<file path="config.mk">
export PLATFORM = sky130hd
export DESIGN_NAME = bus_timer
export DESIGN_NICKNAME = d
export VERILOG_FILES = /design/src/rtl/bus_timer.sv
export SDC_FILE = /design/constraint.sdc
export NUM_CORES = 1
export LEC_CHECK = 0
export ABC_CLOCK_PERIOD_IN_PS = 1950
export CAP_MARGIN = 20
export CORE_UTILIZATION = 45
export CTS_CLUSTER_SIZE = 25
export DETAILED_ROUTE_END_ITERATION = 10
export GPL_TIMING_DRIVEN = 1
export PLACE_DENSITY_LB_ADDON = 0.3
export SYNTH_ARGS = -nofsm -noshare
export SYNTH_HDL_FRONTEND = slang
export SYNTH_SLANG_ARGS = --single-unit
</file>
<file path="constraint.sdc">
create_clock -name clk -period 1.95 [get_ports clk]
set_clock_uncertainty 0.1 [all_clocks]
set_input_delay 0.2925 -clock clk [delete_from_list [all_inputs] [get_ports clk]]
set_output_delay 0.2925 -clock clk [all_outputs]
set_load 0.01 [all_outputs]
</file>
<file path="src/rtl/bus_timer.sv">
`default_nettype none
// ============================================================================
// Module   : bus_timer
// Purpose  : Memory-mapped 16-bit interval timer on the CPU bus. Four
//            byte-wide registers at BASE_ADR..BASE_ADR+3. Gives firmware a
//            periodic or one-shot time base and raises an active-low
//            interrupt on counter underflow.
// Revision : 1.0 - initial release
// ----------------------------------------------------------------------------
// Ports
//   clk      in   1   system clock (CPU clock)
//   n_reset  in   1   asynchronous active-low reset
//   adr_bus  in  16   CPU address bus
//   data_wr  in   8   CPU write data
//   RW       in   1   1 = read, 0 = write
//   data_rd  out  8   read data, 8'h00 unless selected for read
//   sel      out  1   address decode hit (combinational)
//   n_irq    out  1   active-low interrupt request, ~(IF & IE)
// Register map (offset = adr_bus[1:0])
//   0 CNT_LO  R: counter[7:0]   W: reload[7:0]
//   1 CNT_HI  R: counter[15:8]  W: reload[15:8], load counter, clear IF
//   2 CTRL    R/W: bit0 EN, bit1 CONT, bit2 IE
//   3 STATUS  R: {7'b0, IF}     W: bit0=1 clears IF
// Optional feature
//   TIMER_READ_LATCH_EN : a CNT_LO read snapshots counter[15:8]; CNT_HI
//                         reads then return the snapshot (coherent 16-bit
//                         read). Undefined: CNT_HI reads live counter.
// ============================================================================
module bus_timer #(
  parameter logic [15:0] BASE_ADR = 16'h6000,
  parameter int unsigned PRESCALE = 1
) (
  input  logic        clk,
  input  logic        n_reset,
  input  logic [15:0] adr_bus,
  input  logic [7:0]  data_wr,
  input  logic        RW,
  output logic [7:0]  data_rd,
  output logic        sel,
  output logic        n_irq
);

  localparam logic [7:0] c_presc_last = 8'(PRESCALE - 1);

  if ((PRESCALE < 1) || (PRESCALE > 256)) begin : g_bad_prescale
    $error("bus_timer: PRESCALE must be in 1..256");
  end
  if (BASE_ADR[1:0] != 2'b00) begin : g_bad_base
    $error("bus_timer: BASE_ADR must be 4-byte aligned");
  end

  logic [15:0] r_cnt;
  logic [15:0] r_reload;
  logic [7:0]  r_presc;
  logic        r_en;     // EN doubles as the IDLE(0)/RUN(1) state bit
  logic        r_cont;
  logic        r_ie;
  logic        r_if;

  logic [1:0]  w_off;
  logic        w_wr;
  logic        w_rd;
  logic        w_wr_lo;
  logic        w_wr_hi;
  logic        w_wr_ctrl;
  logic        w_wr_stat;
  logic        w_tick;
  logic        w_zero;
  logic        w_unf;
  logic [7:0]  w_cnt_hi_rd;

  assign sel       = (adr_bus[15:2] == BASE_ADR[15:2]);
  assign w_off     = adr_bus[1:0];
  assign w_wr      = sel & ~RW;
  assign w_rd      = sel & RW;
  assign w_wr_lo   = w_wr & (w_off == 2'd0);
  assign w_wr_hi   = w_wr & (w_off == 2'd1);
  assign w_wr_ctrl = w_wr & (w_off == 2'd2);
  assign w_wr_stat = w_wr & (w_off == 2'd3);

  assign w_tick = r_en & (r_presc == c_presc_last);
  assign w_zero = (r_cnt == 16'h0000);
  // A CNT_HI write on the same edge discards the tick entirely.
  assign w_unf  = w_tick & w_zero & ~w_wr_hi;

  // Prescaler: held at zero while stopped; restarted by a counter load so
  // the first period after a CNT_HI write is a full (reload+1)*PRESCALE.
  always_ff @(posedge clk or negedge n_reset) begin
    if (!n_reset) begin
      r_presc <= 8'h00;
    end else if (w_wr_hi || !r_en || w_tick) begin
      r_presc <= 8'h00;
    end else begin
      r_presc <= r_presc + 8'd1;
    end
  end

  always_ff @(posedge clk or negedge n_reset) begin
    if (!n_reset) begin
      r_reload <= 16'hFFFF;
    end else if (w_wr_lo) begin
      r_reload[7:0] <= data_wr;
    end else if (w_wr_hi) begin
      r_reload[15:8] <= data_wr;
    end
  end

  always_ff @(posedge clk or negedge n_reset) begin
    if (!n_reset) begin
      r_cnt <= 16'hFFFF;
    end else if (w_wr_hi) begin
      r_cnt <= {data_wr, r_reload[7:0]};
    end else if (w_tick) begin
      if (!w_zero) begin
        r_cnt <= r_cnt - 16'd1;
      end else if (r_cont) begin
        r_cnt <= r_reload;
      end
    end
  end

  // A CTRL write beats the one-shot auto-stop on the same edge.
  always_ff @(posedge clk or negedge n_reset) begin
    if (!n_reset) begin
      r_en   <= 1'b0;
      r_cont <= 1'b0;
      r_ie   <= 1'b0;
    end else if (w_wr_ctrl) begin
      r_en   <= data_wr[0];
      r_cont <= data_wr[1];
      r_ie   <= data_wr[2];
    end else if (w_unf && !r_cont) begin
      r_en   <= 1'b0;
    end
  end

  // Underflow outranks a STATUS clear so no interrupt is ever lost.
  always_ff @(posedge clk or negedge n_reset) begin
    if (!n_reset) begin
      r_if <= 1'b0;
    end else if (w_wr_hi) begin
      r_if <= 1'b0;
    end else if (w_unf) begin
      r_if <= 1'b1;
    end else if (w_wr_stat && data_wr[0]) begin
      r_if <= 1'b0;
    end
  end

`ifdef TIMER_READ_LATCH_EN
  logic [7:0] r_hold;

  always_ff @(posedge clk or negedge n_reset) begin
    if (!n_reset) begin
      r_hold <= 8'hFF;
    end else if (w_rd && (w_off == 2'd0)) begin
      r_hold <= r_cnt[15:8];
    end
  end

  assign w_cnt_hi_rd = r_hold;
`else
  assign w_cnt_hi_rd = r_cnt[15:8];
`endif

  always_comb begin
    data_rd = 8'h00;
    if (w_rd) begin
      case (w_off)
        2'd0:    data_rd = r_cnt[7:0];
        2'd1:    data_rd = w_cnt_hi_rd;
        2'd2:    data_rd = {5'b00000, r_ie, r_cont, r_en};
        default: data_rd = {7'b0000000, r_if};
      endcase
    end
  end

  assign n_irq = ~(r_if & r_ie);

endmodule
`default_nettype wire

</file>
==> results of run 1 <==
[routing by layer]
| metal | vias to the layer above | track usage [%] | wire (um) |
|---|---|---|---|
| met5 | - | 0 | 0 |
| met2 | 151 | 44.5 | 4050 |
| met3 | 31 | 4.16 | 680 |
| li1 | 1325 | - | - |
| met4 | 0 | 11.1 | 238 |
| met1 | 1390 | 35.5 | 3810 |
[sequential cells by signal, summed over array words and instances, names as in the netlist]
| register | count |
|---|---|
| r_if | 1 |
| r_en | 1 |
| r_ie | 1 |
| r_presc | 8 |
| r_cnt | 16 |
| r_reload | 16 |
| r_cont | 1 |
[final cells by class]
type	count	area (sq um)	area share, %
Multi-Input combinational cell	230	1780	43.4
Timing Repair Buffer	117	942	23.0
Clock inverter	1	7.51	0.184
Sequential cell	44	1140	27.9
Clock buffer	7	86.3	2.11
Tap cell	75	93.8	2.30
Inverter	11	41.3	1.01
[worst min-delay path, stage by stage (launching register included)]
cell and delay, ps:
dfstp_2 380, nand2_1 50, nand2_1 40
[synthesized netlist by cell type, drive strengths merged (5+ instances only)]
master / count / share of area (%)
clkbuf: 6 / 0.81
nor4: 9 / 3.8
xor2: 6 / 1.9
o21ai: 16 / 2.9
buf: 8 / 1.7
nand4: 8 / 2.0
mux2: 8 / 3.2
o211ai: 5 / 1.3
nand2: 35 / 4.7
mux2i: 8 / 2.9
dfstp: 32 / 30
nand3: 12 / 2.1
dfrtp: 12 / 11
inv: 11 / 1.5
nor3: 11 / 2.5
nor2: 33 / 4.4
a21oi: 13 / 2.5
[cells by family (layout without fill, tap and decap cells)]
kind of cell             count (synthesis)  count (layout)  synth area share [%]
AO/OA/AOI/OAI                           63              63                  15.6
XOR/XNOR                                 9               9                  2.82
adder cells (fa/ha/maj)                  4               4                  1.79
buffers and inverters                   25             136                  4.03
flip-flops                              44              44                  40.8
multiplexers                            17              17                  6.89
AND/OR/NAND/NOR                        137             137                  28.1
[per-stage QoR]
step                      hold WS [ps]  instance area [sq um]  worst slack [ps]
after detailed placement           307                   3730              -807
after floorplan                   -103                   2820             -79.6
after global routing               388                   4090              -225
final                              358                   4090              -165
after CTS                          357                   3940              -170
after global placement             303                   3730              -727
[power by group through the flow]
stage | combinational [W] | clock (W) | sequential [W]
global placement | 0.000133 | 0 | 0.000935
floorplan | 0.0000328 | 0 | 0.000935
CTS | 0.000131 | 0.000624 | 0.000921
finish | 0.000134 | 0.000617 | 0.000921
detailed placement | 0.000136 | 0 | 0.000935
global route | 0.000145 | 0.000663 | 0.000921
[cells in the final DEF (no fill, tap or decap), types with 8 or more instances in the layout]
| cell type | count |
|---|---|
| nand3_1 | 12 |
| buf_2 | 11 |
| clkdlybuf4s50_1 | 10 |
| dfrtp_1 | 12 |
| mux2i_1 | 8 |
| nor2_1 | 32 |
| inv_1 | 8 |
| dfstp_2 | 32 |
| buf_4 | 68 |
| nand2_1 | 32 |
| buf_6 | 14 |
[final timing paths]
check	depth (start not counted)	startpoint	endpoint
setup / recovery	8	r_cnt[1]	r_cnt[11]
hold / removal	2	r_reload[10]	r_reload[10]
setup reg to reg	8	r_cnt[1]	r_cnt[11]
hold reg to reg	2	r_reload[10]	r_reload[10]
max in group asynchronous	3	n_reset	r_cnt[15]
min in group asynchronous	3	n_reset	r_presc[7]
[repair_timing]
action,in CTS,in global routing
pin swaps,22,27
hold buffers,1,0
resized for setup,97,38
gates cloned,0,1
buffers inserted,5,6
endpoints found under the setup margin,49,33
hold endpoints to repair,12,0
==> run_summary.xml, run 1 <==
<?xml version="1.0" encoding="UTF-8"?>
<metrics>
  <group name="clocking">
    <metric name="clock_sinks" unit="">44</metric>
    <metric name="tritoncts" unit="">done</metric>
    <metric name="ctsRootBufferMaster" unit="">clkbuf_8</metric>
    <metric name="h-tree-depth" unit="">2</metric>
    <metric name="numCtsBuffers" unit="">5</metric>
    <metric name="cts_buffer_depth" unit="">2</metric>
    <metric name="insertion_delay" unit="ps">300</metric>
    <metric name="cts.clk_slew.worst_paths" unit="ps">90</metric>
  </group>
  <group name="global_routing">
    <metric name="via_count_of_the_first_global_routing_pass" unit="">2731</metric>
    <metric name="grt-ovfl-total" unit="">0</metric>
    <metric name="grt_pass1_wl" unit="um">13200</metric>
    <metric name="grt_start_max_net_pins" unit="">45</metric>
    <metric name="antenna_found_initial" unit="">0</metric>
    <metric name="gr-usage-all-layers" unit="%">27.1</metric>
  </group>
  <group name="critical_path">
    <metric name="critical_path_required" unit="ps">2090</metric>
    <metric name="timing.critical_path.slowest_stage_cell" unit="">or4b_4</metric>
    <metric name="critPathLaunchType" unit="">flop</metric>
    <metric name="critPathBufInv" unit="">2</metric>
    <metric name="crit_arrival" unit="ps">2250</metric>
    <metric name="crit_path_max_cell_delay" unit="ps">490</metric>
    <metric name="crit_type" unit="">reg -&gt; reg</metric>
    <metric name="cp-end-kind" unit="">flop</metric>
    <metric name="setup.reg_to_reg.worst_slack" unit="ps">-170</metric>
    <metric name="crit_path_max_fanout" unit="">2</metric>
    <metric name="crit_path_cell_trace" unit="">inv_2 -&gt; ha_4 -&gt; or4b_4 -&gt; buf_6 -&gt; o21ai_2 -&gt; a32oi_2 -&gt; o31a_2 -&gt; a21oi_2</metric>
    <metric name="path_delay_family" unit="">compound AO/OA/AOI/OAI gates</metric>
  </group>
  <group name="routing">
    <metric name="routedWlPerCell" unit="um">18.1</metric>
    <metric name="drt-vias-per-instance" unit="">5.97</metric>
    <metric name="post-route-drc-count" unit="">0</metric>
    <metric name="drt_iter0_markers" unit="">259</metric>
    <metric name="drt-total-wl" unit="um">8780</metric>
    <metric name="antenna_violating_nets_post_route" unit="">0</metric>
    <metric name="detailedRoute.firstPassIterationCount" unit="">5</metric>
    <metric name="vias" unit="">2897</metric>
  </group>
  <group name="finish">
    <metric name="layout.filler_cells" unit="">450</metric>
    <metric name="instances_no_fill" unit="">485</metric>
    <metric name="layout.core_utilization" unit="%">68.6</metric>
    <metric name="post_route_cells_drive_above_1_share" unit="%">46.6</metric>
    <metric name="flow.area_growth_from_synthesis" unit="%">46.2</metric>
    <metric name="ant_diodes" unit="">0</metric>
    <metric name="num-nets-final" unit="">440</metric>
  </group>
  <group name="place">
    <metric name="placedCellCount" unit="">465</metric>
    <metric name="hpwlAfterDp" unit="um">6100</metric>
    <metric name="buffer_ports.inserted" unit="">36</metric>
    <metric name="gp_routability_congestion" unit="">0.948</metric>
  </group>
  <group name="sta">
    <metric name="layout_worst_path_cycle_share" unit="%">108</metric>
    <metric name="timing.final.crit_period" unit="ps">2120</metric>
    <metric name="setup_total_negative_slack" unit="ps">-1260</metric>
    <metric name="maxClockFrequency" unit="MHz">473</metric>
    <metric name="final-max-slew-violation-count" unit="">0</metric>
    <metric name="max-slew-margin-rel" unit="%">63.1</metric>
    <metric name="timing_worst_slew_pin_value" unit="ps">553</metric>
    <metric name="final_hold_viol_count" unit="">0</metric>
    <metric name="finalSetupViolations" unit="">14</metric>
    <metric name="worst_slack" unit="ps">-165</metric>
    <metric name="grt_setup_unrepaired" unit="">true</metric>
  </group>
  <group name="logic_synthesis">
    <metric name="synthFlopType" unit="">dfstp_2</metric>
    <metric name="ys_async_sr_fraction" unit="%">100</metric>
    <metric name="ys_seq_elements" unit="">44</metric>
    <metric name="synth.net_count" unit="">330</metric>
    <metric name="syn_avg_cell_area" unit="sq um">9.35</metric>
    <metric name="synthCells" unit="">299</metric>
    <metric name="ys_warns" unit="">0</metric>
    <metric name="yosysSeqAreaShare" unit="%">40.8</metric>
    <metric name="synthDistinctLibCells" unit="">61</metric>
    <metric name="post_synthesis_cell_area" unit="sq um">2800</metric>
    <metric name="synth-edff-count" unit="">0</metric>
  </group>
  <group name="floorplanning">
    <metric name="floorplan.rows" unit="">28</metric>
    <metric name="die_height" unit="um">80.8</metric>
    <metric name="start_util" unit="%">47.0</metric>
    <metric name="top_level_ports" unit="">37</metric>
    <metric name="die-area" unit="sq um">6530</metric>
    <metric name="core-area" unit="sq um">5960</metric>
    <metric name="dieWidth" unit="um">80.8</metric>
  </group>
  <group name="power">
    <metric name="leakage" unit="nW">1.82</metric>
    <metric name="power.density" unit="nW/um^2">409</metric>
    <metric name="share_seq_of_total_power" unit="%">55.1</metric>
    <metric name="max-vdd-ir-drop" unit="mV">0.382</metric>
    <metric name="clockPowerShare" unit="%">36.9</metric>
    <metric name="internal_power" unit="W">0.00128</metric>
    <metric name="report.power.total" unit="W">0.00167</metric>
    <metric name="switchingPower" unit="W">0.000396</metric>
    <metric name="power.share.combinational" unit="%">8.0</metric>
    <metric name="swShare" unit="%">23.7</metric>
  </group>
  <group name="worst_hold_path">
    <metric name="holdCritPathClass" unit="">reg -&gt; reg</metric>
  </group>
  <group name="run_status">
    <metric name="outcome" unit="">finished, violations left</metric>
    <metric name="failed_checks" unit="">setup timing</metric>
  </group>
  <group name="job">
    <metric name="timing.max_cap.violations" unit="">0</metric>
  </group>
</metrics>
Power figures use the tool's default switching activity.
==> run 2: changes to the inputs <==
Settings changed: CTS_BUF_LIST set to sky130_fd_sc_hd__clkbuf_4 sky130_fd_sc_hd__clkbuf_8.
==> run_summary.xml, run 2 (synthesis gave the netlist of run 1 again) <==
<?xml version="1.0" encoding="UTF-8"?>
<metrics>
  <group name="global_routing">
    <metric name="via_count_of_the_first_global_routing_pass" unit="">2720</metric>
    <metric name="grt_pass1_wl" unit="um">13200</metric>
    <metric name="grt_start_max_net_pins" unit="">45</metric>
    <metric name="gr-usage-all-layers" unit="%">27.0</metric>
    <metric name="grt-ovfl-total" unit="">0</metric>
    <metric name="antenna_found_initial" unit="">0</metric>
  </group>
  <group name="worst_hold_path">
    <metric name="holdCritPathClass" unit="">reg -&gt; reg</metric>
    <metric name="min_from" unit="">r_reload[8]</metric>
    <metric name="worstHoldPathCells" unit="">2</metric>
  </group>
  <group name="finish">
    <metric name="biggestRegsByFlops" unit="">r_cnt x16, r_reload x16, r_presc x8</metric>
    <metric name="instances_no_fill" unit="">486</metric>
    <metric name="num-nets-final" unit="">441</metric>
    <metric name="post_route_cells_drive_above_1_share" unit="%">47.0</metric>
    <metric name="layout.filler_cells" unit="">449</metric>
    <metric name="ant_diodes" unit="">0</metric>
    <metric name="flow.area_growth_from_synthesis" unit="%">47.0</metric>
    <metric name="mostFrequentLayoutCell" unit="">buf_4</metric>
    <metric name="final_design_area_no_fill" unit="sq um">4110</metric>
    <metric name="layout_common_cells" unit="">buf_4 (68), nor2_1 (32), nand2_1 (32), dfstp_2 (32), buf_6 (15)</metric>
  </group>
  <group name="place">
    <metric name="buffer_ports.inserted" unit="">36</metric>
    <metric name="gp_routability_congestion" unit="">0.948</metric>
    <metric name="placedCellCount" unit="">465</metric>
    <metric name="post_dp_cell_area" unit="sq um">3730</metric>
    <metric name="detailedPlace.worstSlack" unit="ps">-807</metric>
    <metric name="hpwlAfterDp" unit="um">6100</metric>
  </group>
  <group name="floorplanning">
    <metric name="start_util" unit="%">47.0</metric>
    <metric name="core-area" unit="sq um">5960</metric>
    <metric name="top_level_ports" unit="">37</metric>
    <metric name="die_height" unit="um">80.8</metric>
    <metric name="floorplan.rows" unit="">28</metric>
    <metric name="die-area" unit="sq um">6530</metric>
    <metric name="dieWidth" unit="um">80.8</metric>
  </group>
  <group name="power">
    <metric name="power.share.combinational" unit="%">8.0</metric>
    <metric name="internal_power" unit="W">0.00129</metric>
    <metric name="leakage" unit="nW">1.83</metric>
    <metric name="power.density" unit="nW/um^2">408</metric>
    <metric name="report.power.total" unit="W">0.00168</metric>
    <metric name="share_seq_of_total_power" unit="%">54.9</metric>
    <metric name="swShare" unit="%">23.2</metric>
    <metric name="switchingPower" unit="W">0.000390</metric>
    <metric name="max-vdd-ir-drop" unit="mV">0.377</metric>
    <metric name="clockPowerShare" unit="%">37.1</metric>
  </group>
  <group name="run_status">
    <metric name="outcome" unit="">finished, violations left</metric>
    <metric name="failed_checks" unit="">setup timing</metric>
  </group>
  <group name="critical_path">
    <metric name="timing.critical_path.slowest_stage_cell" unit="">or4b_4</metric>
    <metric name="critPathLaunch" unit="">r_cnt[0]</metric>
    <metric name="critical_path_required" unit="ps">2090</metric>
    <metric name="rr_startpoint" unit="">r_cnt[0]</metric>
    <metric name="critPathLaunchType" unit="">flop</metric>
    <metric name="worst_r2r_path_depth" unit="">8</metric>
    <metric name="crit_arrival" unit="ps">2240</metric>
    <metric name="crit_type" unit="">reg -&gt; reg</metric>
    <metric name="crit_path_max_fanout" unit="">2</metric>
    <metric name="crit_path_cell_trace" unit="">inv_2 -&gt; ha_4 -&gt; or4b_4 -&gt; buf_6 -&gt; o21ai_2 -&gt; a32oi_2 -&gt; o31a_2 -&gt; a21oi_2</metric>
    <metric name="crit_path_max_cell_delay" unit="ps">490</metric>
    <metric name="cp-end-kind" unit="">flop</metric>
  </group>
  <group name="clocking">
    <metric name="numCtsBuffers" unit="">5</metric>
    <metric name="insertion_delay" unit="ps">300</metric>
    <metric name="clock_sinks" unit="">44</metric>
    <metric name="tritoncts" unit="">done</metric>
    <metric name="h-tree-depth" unit="">2</metric>
    <metric name="cts.clk_slew.worst_paths" unit="ps">80</metric>
    <metric name="cts_buffer_depth" unit="">2</metric>
    <metric name="ctsRootBufferMaster" unit="">clkbuf_8</metric>
  </group>
  <group name="routing">
    <metric name="drt-total-wl" unit="um">8840</metric>
    <metric name="detailedRoute.firstPassIterationCount" unit="">4</metric>
    <metric name="vias" unit="">2818</metric>
    <metric name="antenna_violating_nets_post_route" unit="">0</metric>
    <metric name="routedWlPerCell" unit="um">18.2</metric>
    <metric name="drt_iter0_markers" unit="">253</metric>
    <metric name="drt-vias-per-instance" unit="">5.80</metric>
    <metric name="post-route-drc-count" unit="">0</metric>
  </group>
  <group name="sta">
    <metric name="layout_worst_path_cycle_share" unit="%">108</metric>
    <metric name="final-max-slew-violation-count" unit="">0</metric>
    <metric name="grt_setup_unrepaired" unit="">true</metric>
    <metric name="finalSetupViolations" unit="">14</metric>
    <metric name="setup_total_negative_slack" unit="ps">-1130</metric>
    <metric name="final_hold_viol_count" unit="">0</metric>
    <metric name="max-slew-margin-rel" unit="%">62.9</metric>
    <metric name="maxClockFrequency" unit="MHz">476</metric>
    <metric name="worst_slack" unit="ps">-153</metric>
    <metric name="timing_worst_slew_pin_value" unit="ps">557</metric>
    <metric name="timing.final.crit_period" unit="ps">2100</metric>
  </group>
  <group name="job">
    <metric name="timing.max_cap.violations" unit="">0</metric>
  </group>
</metrics>
[run 2: cell type report]
cell class,instances,area [sq um],area share [%]
Multi-Input combinational cell,230,1780,43.4
Timing Repair Buffer,118,953,23.2
Clock buffer,7,90.1,2.19
Tap cell,75,93.8,2.28
Sequential cell,44,1140,27.8
Clock inverter,1,7.51,0.183
Inverter,11,41.3,1.00
[run 2: final timing paths]
kind	to	slack (ps)
worst min register to register	r_reload[8]	360
worst min-delay path	r_reload[8]	360
min in group asynchronous	r_presc[1]	510
worst max register to register	r_cnt[11]	-150
worst max-delay path	r_cnt[11]	-150
max in group asynchronous	r_cnt[15]	870
[run 2: through the flow]
stage	utilization [%]	hold slack [ps]
2_1_floorplan	-	-103
3_3_place_gp	62.6	303
3_5_place_dp	62.6	307
4_1_cts	66.2	357
5_1_grt	69.0	388
6_report	69.0	359
[run 2: power groups by stage]
stage               Clock [W]  Sequential [W]  Combinational [W]
floorplan                   0        0.000935          0.0000328
global placement            0        0.000935           0.000133
detailed placement          0        0.000935           0.000136
CTS                  0.000638        0.000921           0.000131
global route         0.000676        0.000921           0.000146
finish               0.000623        0.000921           0.000135
[run 2: critical path, delay by kind of cell, from the launching register on]
family / cells / cell delay (ps)
adders and majority gates: 1 / 130
AOI/OAI and AO/OA: 4 / 700
buffers and inverters: 2 / 220
and+or+nand+nor: 1 / 490
DFF: 1 / 390
[run 2: timing repair]
action                                  4_1_cts  5_1_grt
hold endpoints to repair                     12        0
gates cloned                                  0        1
hold buffers                                  1        0
endpoints found under the setup margin       49       33
pin swaps                                    25       30
buffers inserted                              5        7
gates resized for setup                      97       40
[run 2: routing by layer]
layer	vias to the layer above	track usage (%)	part of all wire, %
li1	1326	-	-
met1	1363	35.4	43
met2	112	45.1	47
met3	17	3.82	7.4
met4	0	10.0	2.2
met5	-	0	0
